**src/rtl/pulse_meas.sv**
```systemverilog
// pulse_meas: measures the low time from arming to a rising edge of din
// (dly) and the high time of that pulse (len). Counters saturate instead of
// wrapping, and ovf flags that a count was clipped. The result is handed over
// with a valid/ready handshake.
module pulse_meas #(
  parameter int width = 16,
  parameter int sync  = 1
) (
  input  logic             clk,
  input  logic             rstn,
  input  logic             start,
  input  logic             din,
  input  logic             ready,
  output logic             valid,
  output logic [width-1:0] dly,
  output logic [width-1:0] len,
  output logic             ovf,
  output logic             busy
);

  typedef enum logic [1:0] {
    IDLE      = 2'd0,
    WAIT_RISE = 2'd1,
    HIGH      = 2'd2,
    DONE      = 2'd3
  } state_t;

  localparam logic [width-1:0] cnt_max  = {width{1'b1}};
  localparam logic [width-1:0] cnt_zero = {width{1'b0}};
  localparam logic [width-1:0] cnt_one  = {{(width-1){1'b0}}, 1'b1};

  // Saturating increment; the top bit reports that the count was already at max.
  function automatic logic [width:0] sat_inc(input logic [width-1:0] v);
    if (v == cnt_max) begin
      sat_inc = {1'b1, cnt_max};
    end else begin
      sat_inc = {1'b0, v + cnt_one};
    end
  endfunction

  state_t           state_r;
  state_t           state_next_s;
  logic             s_s;
  logic             s_prev_r;
  logic             rise_s;
  logic             fall_s;
  logic [width-1:0] dcnt_r;
  logic [width-1:0] lcnt_r;
  logic [width:0]   dinc_s;
  logic [width:0]   linc_s;
  logic [width-1:0] dly_r;
  logic [width-1:0] len_r;
  logic             ovf_r;
  logic             valid_r;
  logic             busy_r;
  logic             valid_next_s;
  logic             busy_next_s;

  generate
    if (sync != 0) begin : g_sync
      logic [1:0] sync_r;
      // Two-flop resynchronizer for the asynchronous pulse line.
      always_ff @(posedge clk or negedge rstn) begin
        if (!rstn) begin
          sync_r <= 2'b00;
        end else begin
          sync_r <= {sync_r[0], din};
        end
      end
      assign s_s = sync_r[1];
    end else begin : g_nosync
      assign s_s = din;
    end
  endgenerate

  assign rise_s = s_s & ~s_prev_r;
  assign fall_s = ~s_s & s_prev_r;
  assign dinc_s = sat_inc(dcnt_r);
  assign linc_s = sat_inc(lcnt_r);

  // State register.
  always_ff @(posedge clk or negedge rstn) begin
    if (!rstn) begin
      state_r <= IDLE;
    end else begin
      state_r <= state_next_s;
    end
  end

  // Next-state logic; start re-arms from any state except a stalled DONE.
  always_comb begin
    state_next_s = state_r;
    case (state_r)
      IDLE: begin
        if (start) state_next_s = WAIT_RISE;
        else       state_next_s = IDLE;
      end
      WAIT_RISE: begin
        if (start)       state_next_s = WAIT_RISE;
        else if (rise_s) state_next_s = HIGH;
        else             state_next_s = WAIT_RISE;
      end
      HIGH: begin
        if (start)       state_next_s = WAIT_RISE;
        else if (fall_s) state_next_s = DONE;
        else             state_next_s = HIGH;
      end
      DONE: begin
        if (valid_r && ready) state_next_s = start ? WAIT_RISE : IDLE;
        else                  state_next_s = DONE;
      end
      default: state_next_s = IDLE;
    endcase
  end

  // Output decode from the next state so valid/busy come straight from flops.
  always_comb begin
    valid_next_s = 1'b0;
    busy_next_s  = 1'b0;
    case (state_next_s)
      DONE:            valid_next_s = 1'b1;
      WAIT_RISE, HIGH: busy_next_s  = 1'b1;
      default: begin
        valid_next_s = 1'b0;
        busy_next_s  = 1'b0;
      end
    endcase
  end

  // Registered handshake/status outputs.
  always_ff @(posedge clk or negedge rstn) begin
    if (!rstn) begin
      valid_r <= 1'b0;
      busy_r  <= 1'b0;
    end else begin
      valid_r <= valid_next_s;
      busy_r  <= busy_next_s;
    end
  end

  // Edge history, measurement counters and result capture.
  always_ff @(posedge clk or negedge rstn) begin
    if (!rstn) begin
      s_prev_r <= 1'b0;
      dcnt_r   <= cnt_zero;
      lcnt_r   <= cnt_zero;
      dly_r    <= cnt_zero;
      len_r    <= cnt_zero;
      ovf_r    <= 1'b0;
    end else begin
      s_prev_r <= s_s;
      case (state_r)
        IDLE, DONE: begin
          // Arming clears counters; in DONE only when the result is taken.
          if (start && ((state_r == IDLE) || (valid_r && ready))) begin
            dcnt_r <= cnt_zero;
            lcnt_r <= cnt_zero;
            ovf_r  <= 1'b0;
          end
        end
        WAIT_RISE: begin
          if (start) begin
            dcnt_r <= cnt_zero;
            lcnt_r <= cnt_zero;
            ovf_r  <= 1'b0;
          end else if (rise_s) begin
            lcnt_r <= cnt_one;
          end else begin
            dcnt_r <= dinc_s[width-1:0];
            ovf_r  <= ovf_r | dinc_s[width];
          end
        end
        HIGH: begin
          if (start) begin
            dcnt_r <= cnt_zero;
            lcnt_r <= cnt_zero;
            ovf_r  <= 1'b0;
          end else if (s_s) begin
            lcnt_r <= linc_s[width-1:0];
            ovf_r  <= ovf_r | linc_s[width];
          end else if (fall_s) begin
            dly_r <= dcnt_r;
            len_r <= lcnt_r;
          end
        end
        default: begin
          dcnt_r <= cnt_zero;
          lcnt_r <= cnt_zero;
        end
      endcase
    end
  end

  assign valid = valid_r;
  assign busy  = busy_r;
  assign dly   = dly_r;
  assign len   = len_r;
  assign ovf   = ovf_r;

endmodule

```
**config.mk**
```make
export PLATFORM = sky130hd
export DESIGN_NAME = pulse_meas
export DESIGN_NICKNAME = d
export VERILOG_FILES = /design/src/rtl/pulse_meas.sv
export SDC_FILE = /design/constraint.sdc
export NUM_CORES = 1
export LEC_CHECK = 0
export ABC_AREA = 1
export BUFFER_PORTS_ARGS = -buffer_cell sky130_fd_sc_hd__buf_2
export CAP_MARGIN = 20
export CORE_AREA = 5 5 87 89
export DETAILED_ROUTE_END_ITERATION = 8
export DIE_AREA = 0 0 92 94
export PLACE_DENSITY = 0.84
export SETUP_SLACK_MARGIN = 0.05
export SYNTH_ARGS = -nofsm -noshare
export SYNTH_HDL_FRONTEND = slang
export SYNTH_SLANG_ARGS = --single-unit
export TNS_END_PERCENT = 5
```
**constraint.sdc**
```tcl
create_clock -name clk -period 1.9 [get_ports clk]
set_input_delay 0.095 -clock clk [delete_from_list [all_inputs] [get_ports clk]]
set_output_delay 0.095 -clock clk [all_outputs]
set_load 0.005 [all_outputs]
```
==> results of run 1 <==
## per-stage QoR
step                      power (mW)  cells  utilization  worst slack [ps]  area [µm²]
final                           3.75    619        0.646               173        4320
after global routing            3.94    619        0.646              7.73        4320
after CTS                       3.67    615        0.637              97.3        4260
after detailed placement        2.52    597        0.607               106        4060
after global placement          2.48    597        0.607               254        4060
after floorplan                 2.28    484            -               387        3780
## path summary, 6_finish.rpt
check | end | slack (ps)
min reg2reg | g_sync.sync_r[1] | 360
min | state_r[0] | 140
max | busy | 170
max reg2reg | busy | 170
max in group asynchronous | len[10] | 1320
min in group asynchronous | dcnt_r[14] | 290
## cells by family (layout without fill, tap and decap cells)
logic type               after synthesis  count (layout)  share of synthesized area
AO/OA/AOI/OAI                         75              75                      0.101
XOR/XNOR                               3               3                    0.00695
adder cells (fa/ha/maj)                7               7                     0.0232
buffers and inverters                 68             123                     0.0771
flip-flops                            72              72                      0.477
multiplexers                           2               2                    0.00596
AND/OR/NAND/NOR                      257             257                      0.309
## placed cells by master (no fill, tap or decap), types with 2 or more instances in the layout
master,netlist,layout
nor2_2,2,2
nand4_1,6,6
buf_2,5,39
nand3_2,11,10
nand2_1,171,171
dfrtp_1,72,72
nand3_1,19,18
clkbuf_8,0,9
dlygate4sd3_1,0,2
xor2_1,3,3
nand3_4,2,4
inv_2,2,2
ha_1,7,7
nor2_1,31,31
clkbuf_1,3,3
buf_12,0,2
inv_1,54,54
nor2_4,5,5
mux2_2,2,2
o21ai_0,58,58
nand2_2,7,6
a21oi_1,8,8
o21ai_1,6,6
clkinv_2,0,3
buf_4,0,8
## sequential cells by signal (all words and copies together), names as in the netlist
register	cells
g_sync.sync_r	2
busy	1
len	16
ovf	1
valid	1
dcnt_r	16
dly	16
state_r	2
s_prev_r	1
lcnt_r	16
## worst min-delay path, cell delays in order
cell and delay [ps]:
buf_2 150, nor2_1 120, a31oi_1 80
## power by group through the flow
stage               sequential, mW  combinational, mW  clock [mW]
CTS                           1.66              0.835        1.18
finish                        1.66              0.936        1.15
floorplan                     1.68              0.597           0
detailed placement            1.69              0.830           0
global route                  1.67               1.03        1.25
global placement              1.68              0.801           0
## per-layer routing
metal  vias to the layer above  track usage  routed length, µm
li1                       1636            -                  -
met1                      1492        0.262               3740
met2                       101        0.324               3770
met3                        18       0.0345                369
met4                         0        0.103                201
met5                         -            0                  0
## area by class of cell
cell class	count	area (µm²)
Timing Repair Buffer	51	315
Sequential cell	72	1800
Clock buffer	12	135
Multi-Input combinational cell	344	1710
Fill cell	550	2360
Inverter	56	210
Tap cell	80	100
Clock inverter	4	45.0
## what timing repair did
| action | 4_1_cts | 5_1_grt |
|---|---|---|
| hold buffers | 2 | 0 |
| buffers inserted | 0 | 4 |
| endpoints found under the hold margin | 73 | 0 |
| gates resized for setup | 0 | 3 |
| endpoints found under the setup margin | 0 | 12 |
==> results.md, run 1 <==
* Status: finished clean
* R2R depth at 9
* Top cells by area, synth: dfrtp_1 (48%), nand2_1 (17%), o21ai_0 (7.7%)
* Crit path from: state_r[1]
* Clock network power share at 0.307
* Maximum VDD drop at 0.626 mV
* Clk Tree Root Cell: clkbuf_8
* CTS sink cnt at 72
* YS warnings at 0
* Die width at 92 µm
* Hold Path Class: primary input to register
* Average cell area after synthesis at 7.81 µm²
* Final Hold Fails at 0
* TritonRoute pass-1 iters at 5
* Critical path cell sequence: inv_1 > ha_1 > inv_1 > nor2_4 > nand3_4 > nand2_1 > a21oi_1 > nor2_1 > ha_1
* Row Count at 30
* H-tree levels at 3
* Worst Setup Path Type: register to register
* Die area at 0.00865 mm²
* Gpl congestion at 0.883
* Drt via density at 5.25
* Number of DRC markers in iteration 0 at 235
* Setup total negative slack at 0 ps
* Reg-to-Reg Start: state_r[1]
* Dpl hpwl at 5760 µm
* CP max stage cell: dfrtp_1
* Per-cell routed wire length at 13.1 µm
* NetSw at 1.21 mW
* Core box area at 0.00668 mm²
* Gate power share at 0.250
* Crit-path max FO at 9
* Grt ovf at 0
* Sw frac at 0.323
* Worst Path Required at 2130 ps
* Pleak at 2.23 nW
* Number of global-route vias before repair at 3,084
* Antenna-violating nets left at 0
* Routed WL at 8080 µm
* Clock buffer depth at 2
* Ant. Diodes at 0
* CP endpoint kind: register
* Synth unique cells at 27
* Hold slack at 145 ps
* EDFF count, synth at 0
* Post-synthesis instance total at 484
* CTS tree: built
* Worst skew pair latency at 350 ps
* Starting Density at 0.566
* Post-synth ARST share at 1.00
* Unrepaired setup endpoints after global routing: yes
* Max-cap violations at 0
* Commonest cells post-synth: nand2_1 (171), dfrtp_1 (72), o21ai_0 (58)
* Crit path depth at 9
* Max Clock Freq at 579 MHz
* Final worst path period need at 1730 ps
* Critical path launch point type: register
* Antenna violations before repair at 0
* HP Start: start
* Worst-margin pin slew at 418 ps
* Setup Viol. Count Final at 0
* Sequential cell fraction of total power at 0.444
* Most area-hungry cell type in the Yosys netlist: dfrtp_1
* First-pass GRT wire length at 13,900 µm
* Worst stage delay on the critical path at 400 ps
* CP arrival at 1960 ps
* Slew HR at 0.719
* Top FF cell, synth: dfrtp_1
* Int Pwr at 2.54 mW
* Hold Crit Depth at 3
* Final worst path period share at 0.909
* IO Port Bufs at 39
* Post-Syn Area at 0.00378 mm²
* FF+latch count, synth at 72
* Final Skew at 11.5 ps
* Layout cells sized above 1 at 0.176
* Power density over the cells at 868 mW/mm²
* Area delta synth->final at 14.3%
* Residual DRC at 0
* Nets@finish at 546
* Largest net degree at the start of global routing at 73
* Top-count cell post-synth: nand2_1
* TritonCTS Buffers at 9
* Via count at 3,247
* Die height at 94 µm
* Part of the Yosys area used for sequential elements at 0.477
* Clock transition at path regs at 70 ps
* Cell family with most CP delay: simple AND/OR/NAND/NOR gates
* GRT Total Usage at 0.201
* Mapped Nets at 496
* Share of Yosys cell area claimed by the top area cell type at 0.477
* # IOs at 40
* Final slew viol count at 0
* WP buf/inv at 2
No activity file was read; power rests on OpenSTA's default activity.
==> run 2: changes to the inputs <==
--- a/config.mk
+++ b/config.mk
@@ -5,13 +5,12 @@
 export SDC_FILE = /design/constraint.sdc
 export NUM_CORES = 1
 export LEC_CHECK = 0
-export ABC_AREA = 1
 export BUFFER_PORTS_ARGS = -buffer_cell sky130_fd_sc_hd__buf_2
 export CAP_MARGIN = 20
-export CORE_AREA = 5 5 87 89
+export CORE_AREA = 5 5 85 87
 export DETAILED_ROUTE_END_ITERATION = 8
-export DIE_AREA = 0 0 92 94
-export PLACE_DENSITY = 0.84
+export DIE_AREA = 0 0 90 92
+export PLACE_DENSITY = 0.83
 export SETUP_SLACK_MARGIN = 0.05
 export SYNTH_ARGS = -nofsm -noshare
 export SYNTH_HDL_FRONTEND = slang
==> results.md, run 2 <==
* Status: finished clean
* Number of DRC markers in iteration 0 at 223 (-5.1%)
* Critical path launch point type: register
* Hold EP: state_r[1]
* Largest net degree at the start of global routing at 48 (-34%)
* Final Hold Fails at 0 (unchanged)
* Int Pwr at 2.97 mW (+17%)
* Number of global-route vias before repair at 2,937 (-4.8%)
* HP Start: ready
* Core box area at 0.00628 mm² (-6.0%)
* Mapped Nets at 357 (-28%)
* YS warnings at 0 (unchanged)
* Via count at 2,992 (-7.9%)
* Commonest non-fill, non-tap cells in the layout: dfrtp_1 (72), buf_2 (39), o21ai_0 (35), mux2_2 (30)
* Maximum VDD drop at 0.803 mV (+28%)
* Slew HR at 0.610 (-0.109)
* NetSw at 1.24 mW (+2.3%)
* Per-cell routed wire length at 16.7 µm (+28%)
* Synth unique cells at 43 (+59%)
* TritonCTS Buffers at 9 (unchanged)
* Die height at 92 µm (-2.1%)
* Antenna violations before repair at 0 (unchanged)
* Starting Density at 0.568 (+0.00274)
* Nets@finish at 422 (-23%)
* Worst-margin pin slew at 585 ps (+167 ps)
* Average cell area after synthesis at 10.3 µm² (+32%)
* Worst Setup Path Type: register to register
* FF+latch count, synth at 72 (unchanged)
* Post-synthesis instance total at 345 (-29%)
* CTS sink cnt at 72 (unchanged)
* Gate power share at 0.264 (+0.014)
* Drt via density at 6.08 (+16%)
* Worst skew pair latency at 350 ps (about the same)
* # IOs at 40 (unchanged)
* Power density over the cells at 974 mW/mm² (+12%)
* GRT Total Usage at 0.205 (+0.00393)
* Hold Crit Depth at 4 (+1)
* Final worst path period need at 1810 ps (+87.0 ps)
* TritonRoute pass-1 iters at 5 (unchanged)
* Setup total negative slack at 0 ps (unchanged)
* Most area-hungry cell type in the Yosys netlist: dfrtp_1
* Dpl hpwl at 5620 µm (-2.4%)
* Hold Path Class: primary input to register
* Share of Yosys cell area claimed by the top area cell type at 0.505 (+0.0282)
* Residual DRC at 0 (unchanged)
* Reg-to-Reg Start: state_r[1]
* Commonest cells post-synth: dfrtp_1 (72), o21ai_0 (40), mux2_2 (30)
* CP arrival at 2060 ps (+100 ps)
* Clock buffer depth at 2 (unchanged)
* Row Count at 29 (-3.3%)
* Part of the Yosys area used for sequential elements at 0.505 (+0.0282)
* Final slew viol count at 0 (unchanged)
* Top FF cell, synth: dfrtp_1
* Unrepaired setup endpoints after global routing: yes
* Top sig layer: met4
* Top cells by area, synth: dfrtp_1 (50%), mux2_2 (9.5%), o21ai_0 (5.6%)
* Crit-path max FO at 18 (+9)
* Gpl congestion at 0.917 (+3.9%)
* Met2 wire len at 4100 µm (+8.7%)
* Commonest non-fill, non-tap cell in the layout: dfrtp_1
* Die width at 90 µm (-2.2%)
* Pleak at 2.10 nW (-6.2%)
* Sequential cell fraction of total power at 0.385 (-0.059)
* Routed WL at 8220 µm (+1.8%)
* R2R setup slack at 90 ps (-90 ps)
* Post-Syn Area at 0.00357 mm² (-5.6%)
* Antenna-violating nets left at 0 (unchanged)
* Worst reg2reg endpoint: dcnt_r[13]
* Die area at 0.00828 mm² (-4.3%)
* CP endpoint kind: register
* H-tree levels at 3 (unchanged)
* Area delta synth->final at 21.1%
* Post-synth ARST share at 1.00 (unchanged)
* Clk Tree Root Cell: clkbuf_8
* R2R depth at 8 (-1)
* Total power draw at 4.21 mW (+12%)
* Final Skew at 5.56 ps (-5.98 ps)
* Clock transition at path regs at 70 ps (about the same)
* Grt ovf at 0 (unchanged)
* CTS tree: built
* Ant. Diodes at 0 (unchanged)
* DR WL met3 at 485 µm (+31%)
* EDFF count, synth at 0 (unchanged)
* First-pass GRT wire length at 14,000 µm (+0.75%)
* Max-cap violations at 0 (unchanged)
* Met1 WL at 3440 µm (-8.1%)
* Max Clock Freq at 551 MHz (-4.8%)
* Clock network power share at 0.351 (+0.044)
* Layout filler cell count at 473 (-14%)
* Final worst path period share at 0.954 (+0.0458)
* Worst Path Required at 2150 ps (+20 ps)
* Layout cells sized above 1 at 0.323 (+0.147)
* Setup Viol. Count Final at 0 (unchanged)
* Top-count cell post-synth: dfrtp_1
* IO Port Bufs at 39 (unchanged)
* Sw frac at 0.295 (-0.0286)
run 2: layer usage:
metal / vias up / track usage
li1: 1403 / -
met3: 20 / 0.0417
met1: 1453 / 0.268
met4: 0 / 0.0968
met5: - / 0
met2: 116 / 0.329
run 2: stage by stage:
| stage | utilization | worst slack, ps | hold WS (ps) | std cells | area, µm² |
|---|---|---|---|---|---|
| final | 0.688 | 86.5 | 168 | 492 | 4320 |
| after global routing | 0.688 | 12.9 | 197 | 492 | 4320 |
| after CTS | 0.683 | 30.0 | 157 | 492 | 4290 |
| after detailed placement | 0.634 | 19.4 | 110 | 471 | 3980 |
| after global placement | 0.634 | 134 | 108 | 471 | 3980 |
| after floorplan | - | 132 | -201 | 345 | 3570 |
run 2: final cells by class:
class / count / area [µm²] / share of cell area
Clock buffer: 11 / 141 / 0.0327
Clock inverter: 5 / 104 / 0.0240
Inverter: 13 / 48.8 / 0.0113
Multi-Input combinational cell: 248 / 1710 / 0.396
Sequential cell: 72 / 1800 / 0.417
Tap cell: 77 / 96.3 / 0.0223
Timing Repair Buffer: 66 / 415 / 0.0961
run 2: kinds of logic after synthesis:
logic type | after synthesis | synth area share
buffers and inverters | 25 | 0.0312
DFF | 72 | 0.505
adders and majority gates | 7 | 0.0245
and+or+nand+nor | 104 | 0.156
AOI/OAI and AO/OA | 104 | 0.180
muxes | 33 | 0.104
run 2: how the worst max path moves through the flow:
stage	start	end
final	state_r[1]	dcnt_r[13]
after global routing	state_r[1]	dcnt_r[15]
after CTS	state_r[1]	dcnt_r[9]
after detailed placement	state_r[0]	lcnt_r[9]
after global placement	state_r[1]	dcnt_r[9]
after floorplan	state_r[0]	dcnt_r[2]
run 2: what timing repair did:
action	in CTS	in global routing
hold buffers	2	0
pin swaps	0	3
buffers inserted	2	0
endpoints found under the hold margin	73	0
gates resized for setup	4	18
gates cloned	1	0
setup endpoints to repair	18	43
run 2: power by group through the flow:
stage | Sequential, mW | Combinational (mW) | Clock [mW]
CTS | 1.62 | 1.04 | 1.50
global route | 1.63 | 1.21 | 1.57
detailed placement | 1.65 | 0.935 | 0
global placement | 1.65 | 0.894 | 0
finish | 1.62 | 1.11 | 1.48
floorplan | 1.65 | 0.559 | 0
run 2: critical path, cell delays in order (launching register included):
cell	delay [ps]
dfrtp_1	390
buf_4	140
ha_2	180
nor2b_2	180
a21oi_2	170
and2_4	180
buf_12	130
a41oi_1	120
a311oi_1	220
==> run 3: changes to the inputs <==
--- a/config.mk
+++ b/config.mk
@@ -5,11 +5,11 @@
 export SDC_FILE = /design/constraint.sdc
 export NUM_CORES = 1
 export LEC_CHECK = 0
-export BUFFER_PORTS_ARGS = -buffer_cell sky130_fd_sc_hd__buf_2
+export BUFFER_PORTS_ARGS = -buffer_cell sky130_fd_sc_hd__clkbuf_2
 export CAP_MARGIN = 20
-export CORE_AREA = 5 5 85 87
+export CORE_AREA = 4 4 84 86
 export DETAILED_ROUTE_END_ITERATION = 8
-export DIE_AREA = 0 0 90 92
+export DIE_AREA = 0 0 88 90
 export PLACE_DENSITY = 0.83
 export SETUP_SLACK_MARGIN = 0.05
 export SYNTH_ARGS = -nofsm -noshare
==> results.md, run 3 (same netlist as run 2, synthesis figures left out) <==
* Status: finished clean
* Clk Tree Root Cell: clkbuf_8
* Reg-to-Reg Start: state_r[0]
* Worst skew pair latency at 350 ps (about the same)
* Core box area at 0.00628 mm² (unchanged)
* Worst reg2reg endpoint: dcnt_r[13]
* NetSw at 1.21 mW (-2.2%)
* Maximum VDD drop at 0.671 mV (-16%)
* CTS sink cnt at 72 (unchanged)
* R2R setup slack at 50 ps (-30 ps)
* Critical path cell sequence: inv_1 > ha_1 > nor2b_2 > a21oi_2 > and2_4 > buf_12 > a41oi_1 > a311oi_1
* Routed WL at 7970 µm (-3.0%)
* Dpl hpwl at 5450 µm (-3.0%)
* Critical path launch point type: register
* Grt met3 use at 0.0439 (+0.00214)
* Worst Path Required at 2150 ps (about the same)
* Die width at 88 µm (-2.2%)
* # IOs at 40 (unchanged)
* CTS tree: built
* Dpl ws at 25.1 ps (+5.69 ps)
* Setup ws final at 54.9 ps (-31.5 ps)
* HP Start: ready
* Number of DRC markers in iteration 0 at 255 (+14%)
* Layout cells sized above 1 at 0.316 (-0.00736)
* Cell family with most CP delay: compound AO/OA/AOI/OAI gates
* Drt via density at 6.09 (+0.21%)
* Number of global-route vias before repair at 3,009 (+2.5%)
* Busiest grt layer: met2
* Clock network power share at 0.286 (-0.065)
* Final Hold Fails at 0 (unchanged)
* Commonest non-fill, non-tap cells in the layout: dfrtp_1 (72), clkbuf_2 (38), o21ai_0 (32), mux2_2 (30), nor2_1 (25)
* Largest net degree at the start of global routing at 73 (+52%)
* TritonRoute pass-1 iters at 5 (unchanged)
* Commonest non-fill, non-tap cell in the layout: dfrtp_1
* GR Util met2 at 0.335 (+0.00614)
* Crit-path max FO at 18 (unchanged)
* Clock buffer depth at 2 (unchanged)
* Clock transition at path regs at 70 ps (about the same)
* Residual DRC at 0 (unchanged)
* Final Skew at 8.89 ps (+3.32 ps)
* Slew HR at 0.717 (+0.106)
* Starting Density at 0.568 (unchanged)
* Power density over the cells at 891 mW/mm² (-8.5%)
* Setup Viol. Count Final at 0 (unchanged)
* Hold Crit Depth at 4 (unchanged)
* Die area at 0.00792 mm² (-4.3%)
* Pleak at 2.03 nW (-3.0%)
* Crit path from: state_r[0]
* WP buf/inv at 2 (unchanged)
* Layout filler cell count at 496 (+4.9%)
* CP arrival at 2100 ps (+40 ps)
* Area delta synth->final at 19.6%
* Final worst path period need at 1850 ps (+31.5 ps)
* TritonCTS Buffers at 9 (unchanged)
* Die height at 90 µm (-2.2%)
* Max-cap violations at 0 (unchanged)
* Ant. Diodes at 0 (unchanged)
* Nets@finish at 420 (-0.47%)
* DP Area at 0.00400 mm² (+0.44%)
* Gate power share at 0.288 (+0.024)
* R2R depth at 8 (unchanged)
* Hold Path Class: primary input to register
* CP endpoint kind: register
* Antenna violations before repair at 0 (unchanged)
* Sequential cell fraction of total power at 0.427 (+0.042)
* Worst Setup Path Type: register to register
* IO Port Bufs at 39 (unchanged)
* Final slew viol count at 0 (unchanged)
* H-tree levels at 3 (unchanged)
* Via count at 2,980 (-0.40%)
* Row Count at 29 (unchanged)
* Grt ovf at 0 (unchanged)
* CP max stage cell: dfrtp_1
* Gpl congestion at 0.965 (+5.3%)
* Worst stage delay on the critical path at 380 ps (about the same)
* GRT Total Usage at 0.218 (+0.0130)
* Antenna-violating nets left at 0 (unchanged)
* Int Pwr at 2.59 mW (-13%)
* Design Area, Final at 0.00427 mm² (-1.2%)
* Hold slack at 146 ps (-22.0 ps)
* M1 GR Usage at 0.292 (+0.0243)
* First-pass GRT wire length at 13,800 µm (-1.3%)
* Worst-margin pin slew at 425 ps (-160 ps)
* Hold EP: state_r[1]
* Final worst path period share at 0.971 (+0.0166)
* Max Clock Freq at 542 MHz (-1.7%)
* Sw frac at 0.319 (+0.0243)
* Per-cell routed wire length at 16.3 µm (-2.4%)
* Unrepaired setup endpoints after global routing: yes
-- run 3: cell count changes in the layout (fill, tap and decap cells not counted), sizes merged --
cell	change
clkbuf	+39
bufinv	-3
clkinvlp	+1
buf	-40
-- run 3: stage by stage --
step	util	instances	TNS, ps	power [mW]
final	0.680	489	0	3.80
after global routing	0.680	489	-18.6	4.01
after CTS	0.670	488	0	3.73
after detailed placement	0.636	470	0	2.58
after global placement	0.636	470	0	2.55
after floorplan	-	345	0	2.21
-- run 3: tightest hold or removal path, delay by kind of cell --
family / cells / cell delay [ps]
simple gates: 2 / 190
buf+inv: 1 / 80
compound gates: 1 / 90
-- run 3: cell type report --
| class | instances | area (µm²) | share of cell area |
|---|---|---|---|
| multi-input cells | 248 | 1710 | 0.402 |
| inverters | 13 | 48.8 | 0.0114 |
| flip-flops and latches | 72 | 1800 | 0.422 |
| clock buffers | 12 | 155 | 0.0364 |
| repair buffers | 64 | 433 | 0.101 |
| clock inverters | 3 | 17.5 | 0.00411 |
| well taps | 77 | 96.3 | 0.0226 |
-- run 3: power groups by stage --
stage	combinational, mW	sequential [mW]	clock (mW)
after global placement	0.899	1.65	0
after detailed placement	0.928	1.65	0
after global routing	1.20	1.63	1.19
after floorplan	0.559	1.65	0
after CTS	0.986	1.62	1.12
final	1.09	1.62	1.09
-- run 3: worst max-delay path by stage --
stage          depth (start not counted)         end
6_report                               8  dcnt_r[13]
5_1_grt                                7  dcnt_r[14]
4_1_cts                                7  dcnt_r[14]
3_5_place_dp                           9   lcnt_r[7]
3_3_place_gp                           8   dcnt_r[9]
2_1_floorplan                          9   dcnt_r[2]
-- run 3: routing by layer --
layer	routed length [µm]	share of wire
met5	0	0
met4	189	0.024
met3	390	0.049
met2	3900	0.49
met1	3490	0.44
-- run 3: timing repair --
action / 4_1_cts / 5_1_grt
cloned: 1 / 0
hold buffers: 2 / 0
setup endpoints to repair: 14 / 31
resized for setup: 3 / 23
buffers inserted: 0 / 1
pin swaps: 0 / 2
hold endpoints to repair: 73 / 0
